--- config.mk ---
export PLATFORM = sky130hd
export DESIGN_NAME = cw_sequencer
export DESIGN_NICKNAME = d
export VERILOG_FILES = /design/src/rtl/cw_seq_pkg.sv /design/src/rtl/edge_detect.sv /design/src/rtl/cw_sequencer.sv
export SDC_FILE = /design/constraint.sdc
export NUM_CORES = 1
export LEC_CHECK = 0
export ABC_AREA = 1
export CAP_MARGIN = 10
export CELL_PAD_IN_SITES_DETAIL_PLACEMENT = 0
export CELL_PAD_IN_SITES_GLOBAL_PLACEMENT = 1
export CORE_ASPECT_RATIO = 1.25
export CORE_MARGIN = 5
export CORE_UTILIZATION = 35
export CTS_CLUSTER_DIAMETER = 30
export CTS_CLUSTER_SIZE = 40
export DETAILED_ROUTE_END_ITERATION = 8
export HOLD_SLACK_MARGIN = 0.15
export PLACE_DENSITY = 0.74
export RECOVER_POWER = 50
export SLEW_MARGIN = 20
export SYNTH_ARGS = -nofsm -noshare
export SYNTH_HDL_FRONTEND = slang
export SYNTH_SLANG_ARGS = --single-unit
--- constraint.sdc ---
create_clock -name clk -period 2.6 [get_ports clk]
set_input_delay 0.26 -clock clk [delete_from_list [all_inputs] [get_ports clk]]
set_output_delay 0.26 -clock clk [all_outputs]
set_load 0.01 [all_outputs]
--- src/rtl/cw_seq_pkg.sv ---
// Purpose : shared types/constants for the control-word sequencer.
// Latency : n/a (types and constants only).
// Backpr. : n/a.
// Contents: sequencer state encoding (observable on state_o) and the default NOP word.
package cw_seq_pkg;

  // Encoding is visible on state_o, so the values are fixed.
  typedef enum logic [1:0] {
    ST_IDLE = 2'd0,
    ST_RUN  = 2'd1,
    ST_DONE = 2'd2
  } cw_state_e;

  localparam logic [15:0] NOP_CW_DEFAULT = 16'h0000;

endpackage

--- src/rtl/edge_detect.sv ---
// Purpose : 1-bit rising-edge detector for a debounced button level.
// Latency : pulse is combinational from level and the registered previous sample.
// Backpr. : none; a held level yields exactly one pulse.
// Ports   : clk, reset_b (async active-low), level (debounced input), pulse (level & ~prev).
module edge_detect (
  input  logic clk,
  input  logic reset_b,
  input  logic level,
  output logic pulse
);

  logic prev;

  always_ff @(posedge clk or negedge reset_b) begin
    if (!reset_b) prev <= 1'b0;
    else          prev <= level;
  end

  assign pulse = level & ~prev;

endmodule

--- src/rtl/cw_sequencer.sv ---
// Purpose : DEPTH-entry control-word program buffer; issues words to Datapath by run or step.
// Latency : action taken on the edge where a button is first sampled high; outputs registered.
// Backpr. : none; loads into a full buffer and events in the wrong state are dropped.
// Ports   : clk, reset_b, cw_in, load_i/clear_i/run_i/step_i/halt_i (debounced levels),
//           control_word_o, cw_valid_o, pc_o, count_o, full_o, state_o.
// Build   : define CW_SEQ_LOOP_EN to make RUN wrap to index 0 instead of ending in DONE.
module cw_sequencer
  import cw_seq_pkg::*;
#(
  parameter int              CW_W   = 16,
  parameter int              DEPTH  = 8,
  parameter logic [CW_W-1:0] NOP_CW = CW_W'(NOP_CW_DEFAULT),
  localparam int             PTR_W  = $clog2(DEPTH)
) (
  input  logic             clk,
  input  logic             reset_b,
  input  logic [CW_W-1:0]  cw_in,
  input  logic             load_i,
  input  logic             clear_i,
  input  logic             run_i,
  input  logic             step_i,
  input  logic             halt_i,
  output logic [CW_W-1:0]  control_word_o,
  output logic             cw_valid_o,
  output logic [PTR_W-1:0] pc_o,
  output logic [PTR_W:0]   count_o,
  output logic             full_o,
  output logic [1:0]       state_o
);

  // ---------------- button edge detection ----------------
  logic [4:0] btn_level;
  logic [4:0] btn_edge;
  logic       clr_e, halt_e, load_e, run_e, step_e;

  assign btn_level = {clear_i, halt_i, load_i, run_i, step_i};

  for (genvar g = 0; g < 5; g++) begin : g_edge
    edge_detect u_edge (
      .clk     (clk),
      .reset_b (reset_b),
      .level   (btn_level[g]),
      .pulse   (btn_edge[g])
    );
  end

  assign {clr_e, halt_e, load_e, run_e, step_e} = btn_edge;

  // ---------------- state ----------------
  cw_state_e       state_q, state_d;
  logic [PTR_W-1:0] pc_q, pc_d;
  logic [PTR_W-1:0] wr_q, wr_d;
  logic [PTR_W:0]   cnt_q, cnt_d;
  logic [CW_W-1:0]  cw_q, cw_d;
  logic             vld_q, vld_d;
  logic             wr_en;

  logic [CW_W-1:0]  mem [DEPTH];

  logic             full;
  logic             has_words;
  logic             last;
  logic             issue;
  cw_state_e        issue_state;

  assign full      = (cnt_q == (PTR_W+1)'(DEPTH));
  assign has_words = (cnt_q != '0);
  // pc points at the final stored word; issuing it ends the program pass.
  assign last      = ({1'b0, pc_q} == (cnt_q - (PTR_W+1)'(1)));

  always_ff @(posedge clk or negedge reset_b) begin
    if (!reset_b) begin
      state_q <= ST_IDLE;
      pc_q    <= '0;
      wr_q    <= '0;
      cnt_q   <= '0;
      cw_q    <= NOP_CW;
      vld_q   <= 1'b0;
    end else begin
      state_q <= state_d;
      pc_q    <= pc_d;
      wr_q    <= wr_d;
      cnt_q   <= cnt_d;
      cw_q    <= cw_d;
      vld_q   <= vld_d;
    end
  end

  // Buffer storage carries no reset; contents are meaningless until loaded.
  always_ff @(posedge clk) begin
    if (wr_en) mem[wr_q] <= cw_in;
  end

  // Event priority: clear > halt > load > run > step. While in RUN only clear
  // and halt are honoured; otherwise RUN keeps issuing one word per clock.
  always_comb begin
    state_d     = state_q;
    pc_d        = pc_q;
    wr_d        = wr_q;
    cnt_d       = cnt_q;
    cw_d        = NOP_CW;
    vld_d       = 1'b0;
    wr_en       = 1'b0;
    issue       = 1'b0;
    issue_state = state_q;

    if (clr_e) begin
      state_d = ST_IDLE;
      pc_d    = '0;
      wr_d    = '0;
      cnt_d   = '0;
    end else if (state_q == ST_RUN) begin
      if (halt_e) begin
        // The word on the output now is already issued; pc keeps the next index.
        state_d = ST_IDLE;
      end else begin
        issue       = 1'b1;
        issue_state = ST_RUN;
      end
    end else if (load_e) begin
      // A load into a full buffer is dropped entirely (no wrap, no state change).
      if (!full) begin
        wr_en   = 1'b1;
        wr_d    = wr_q + PTR_W'(1);
        cnt_d   = cnt_q + (PTR_W+1)'(1);
        state_d = ST_IDLE;
      end
    end else if (run_e && has_words) begin
      issue       = 1'b1;
      issue_state = ST_RUN;
    end else if (step_e && has_words) begin
      issue       = 1'b1;
      issue_state = ST_IDLE;
    end

    if (issue) begin
      cw_d  = mem[pc_q];
      vld_d = 1'b1;
      if (last) begin
        pc_d = '0;
`ifdef CW_SEQ_LOOP_EN
        state_d = (issue_state == ST_RUN) ? ST_RUN : ST_DONE;
`else
        state_d = ST_DONE;
`endif
      end else begin
        pc_d    = pc_q + PTR_W'(1);
        state_d = issue_state;
      end
    end
  end

  assign control_word_o = cw_q;
  assign cw_valid_o     = vld_q;
  assign pc_o           = pc_q;
  assign count_o        = cnt_q;
  assign full_o         = full;
  assign state_o        = state_q;

endmodule

==> impl_results.md <==
- RSZ-0062 raised after global routing: no
- CP max stage cell: dfrtp_1
- Mapped Area: between 6000 and 7000 um2
- Simple-Gate Fraction of Synth Area: slightly below 20%
- Pleak: around 0.003 uW
- H-tree depth: 4
- Slowest stage delay, CP: around 0.42 ns
- TritonCTS clock tree: built
- Headroom to the max-slew limit: ~36%
- Critical Path Source: count_o[0]
- Routability Congestion: 0.824
- Ys async rst share: 21.0%
- Hold WC Path Type: in2reg
- Syn_nets: roughly 570
- Most numerous cell in the Yosys netlist: nand2_1
- R2r setup slk: approximately 0.36 ns
- PortBufs: 49
- Post-synthesis adder-cell area fraction: less than 1%
- Finished Layout Cells: between 800 and 900
- Worst reg2reg path depth: 10
- Die Span Y: about 160 um
- Number of global-route vias before repair: between 4k and 5k
- Total track usage: ~14%
- Setup WS post-layout: roughly 0.36 ns
- Final Hold Fails: 0
- Synth area leaders: edfxtp_1, dfrtp_1, nand2_1, nand3_1, a21oi_1
- Layout cells sized above 1: a little over a tenth
- Initial antenna violation count: 0
- R2r startpoint: count_o[0]
- Skew final: about 0.0084 ns
- Final Critical Period: around 2.2 ns
- Gr ovfl total: 0
- Hold_sp: step_i
- Routed vias: ~4.1k
- CP Class: reg2reg
- Clock root cell: clkbuf_16
- Fin. max-slew vios: 0
- Mux cell area share after synthesis: 0%
- Clock sinks: approximately 160
- Residual DRC: 0
- Clk_lat worst skew: 0.42 ns
- Largest net degree at the start of global routing: 65
- Post-Synth XOR/XNOR Area: less than 1%
- Initial drt markers: roughly 210
- Final net count: 633
- CP Launch Type: register
- Final wirelength: approximately 14000 um
- Seq/Total Area, Yosys: 72.1%
- Boundary Pins: 50
- CP max FO: 16
- Fmax: 446 MHz
- Synth area leader: edfxtp_1
- Endpoint type of the worst setup path: register
- Clock buffer count from CTS: 17
- Post-route setup TNS: 0 ns
- Core area: around 18000 um2
- Worst endpoint data arrival time: around 2.3 ns
- Synth cell types: 28
- End of the critical path: mem[6][1]
- CP required: between 2 and 3 ns
- Starting Density: 35.7%
- Placed Instances: around 810
- Post-DP HPWL: 9410 um
- Clk buf depth: 2
- Max VDD drop: a little over 0.5 mV
- First-pass GRT wire length: 22300 um
- DR WL/cell: 16.8 um
- Post-Syn Instances: about 550
- CTS clk-pin slew, worst paths: 0.06 ns
- Top FF cell, synth: edfxtp_1
- FF+latch count, synth: about 160
- Yosys warning count: 0
- # diodes: 0
- Commonest cells post-synth: nand2_1, edfxtp_1, nand3_1
- Rows: between 50 and 60
- Die area: approximately 21000 um2
- Layout area overhead: 20.4%
- CP cell instances: inv_1, ha_1, nand3_2, nand2_1, nor2_2, inv_2, nor2_8, nand2_2, nor3_2, buf_4
- Status: complete, no violations
- Detail Route Antenna Nets: 0
- Post-synth EDFFs: around 130
- Area fraction of the dominant cell type after synthesis: between 50% and 60%
- Synth Area in Compound Gates: approximately 3.2%
- DIE WIDTH: 132 um
- P per Cell Area: between 900 and 1000 nW/um2
- Final Cycle Share: 86.3%
- Tightest Pin Transition: ~0.96 ns
- Vias/cell: 4.88
- First-pass DRT Iterations: 6
- Max-cap violations: 0
- Syn_area_per_cell: between 10 and 15 um2
- Post-Place Setup Slack: roughly 0.27 ns
- FF-to-FF End: mem[6][1]
- Final setup fails: 0
- Main combinational cell family by area after synthesis: simple AND/OR/NAND/NOR gates
per-stage QoR:
step / util (%) / hold WS, ns / total power (uW) / cell area [um2]
6_report: 43.0 / 0.425 / 7110 / 7840
5_1_grt: 43.0 / 0.416 / 7520 / 7840
4_1_cts: 43.0 / 0.298 / 7210 / 7840
3_5_place_dp: 39.8 / 0.446 / 4840 / 7260
3_3_place_gp: 39.8 / 0.429 / 4810 / 7260
2_1_floorplan: - / -0.0356 / 4280 / 6520
worst max-delay path, delay by kind of cell, from the launching register on:
family | cells | cell delay [ns]
fa+ha+maj | 1 | 0.28
buf+inv | 3 | 0.51
flops | 1 | 0.42
simple gates | 6 | 0.72
layer usage:
metal	GRT usage, %	routed length (um)	part of all wire, %	vias to the layer above
li1	-	-	-	2007
met1	16.3	5930	42	2031
met2	24.5	7550	53	82
met3	2.84	529	3.7	14
met4	4.21	192	1.4	0
met5	0	0	0	-
kinds of logic (layout without fill, tap and decap cells):
| group | Yosys count | in the layout |
|---|---|---|
| simple gates | 287 | 287 |
| xor+xnor | 3 | 3 |
| buf+inv | 50 | 122 |
| fa+ha+maj | 4 | 4 |
| compound gates | 41 | 41 |
| flops | 162 | 162 |
flip-flops by register name (all words and copies together), names as in the netlist:
signal and flops:
state_o 2, cw_valid_o 1, count_o 4, wr_q 3, g_edge.u_edge.prev 5, control_word_o 16
mem 128, pc_o 3
report_power, final:
part           total, uW  switching (uW)  internal [uW]
registers           3000            65.6           2930
logic               1760            1150            606
clock network       2360            1000           1350
worst min path at each step:
stage                             to  cells after the start
2_1_floorplan      control_word_o[0]                      0
3_3_place_gp   g_edge[4].u_edge.prev                      1
3_5_place_dp   g_edge[4].u_edge.prev                      1
4_1_cts        g_edge[0].u_edge.prev                      1
5_1_grt        g_edge[4].u_edge.prev                      1
6_report       g_edge[0].u_edge.prev                      1
final cells by class:
class / instances / area, um2
well taps: 228 / 285
fillers: 1637 / 10400
repair buffers: 66 / 628
clock buffers: 18 / 439
inverters: 24 / 90.1
clock inverters: 14 / 128
multi-input cells: 335 / 1580
flip-flops and latches: 162 / 4700
cell usage in the layout, fill, tap and decap left out, types with 3 or more instances in the layout:
cell type,Yosys,final
clkbuf_16,0,17
nand3_1,73,73
clkdlybuf4s50_1,0,19
nor2_1,21,21
clkinv_4,0,3
inv_1,19,19
nand2_1,163,163
inv_2,3,3
o21ai_0,5,5
a21oi_1,34,34
dfrtp_1,34,33
dlygate4sd3_1,0,30
inv_6,0,5
buf_4,11,15
ha_1,4,4
edfxtp_1,128,128
nor3_1,17,17
nor2_8,3,3
clkinv_2,0,4
what timing repair did:
item	in CTS	in global routing
hold buffers	1	0
buffers inserted	0	0
endpoints found under the setup margin	0	0
endpoints found under the hold margin	34	0
gates resized for setup	0	0
Power figures use the tool's default switching activity.
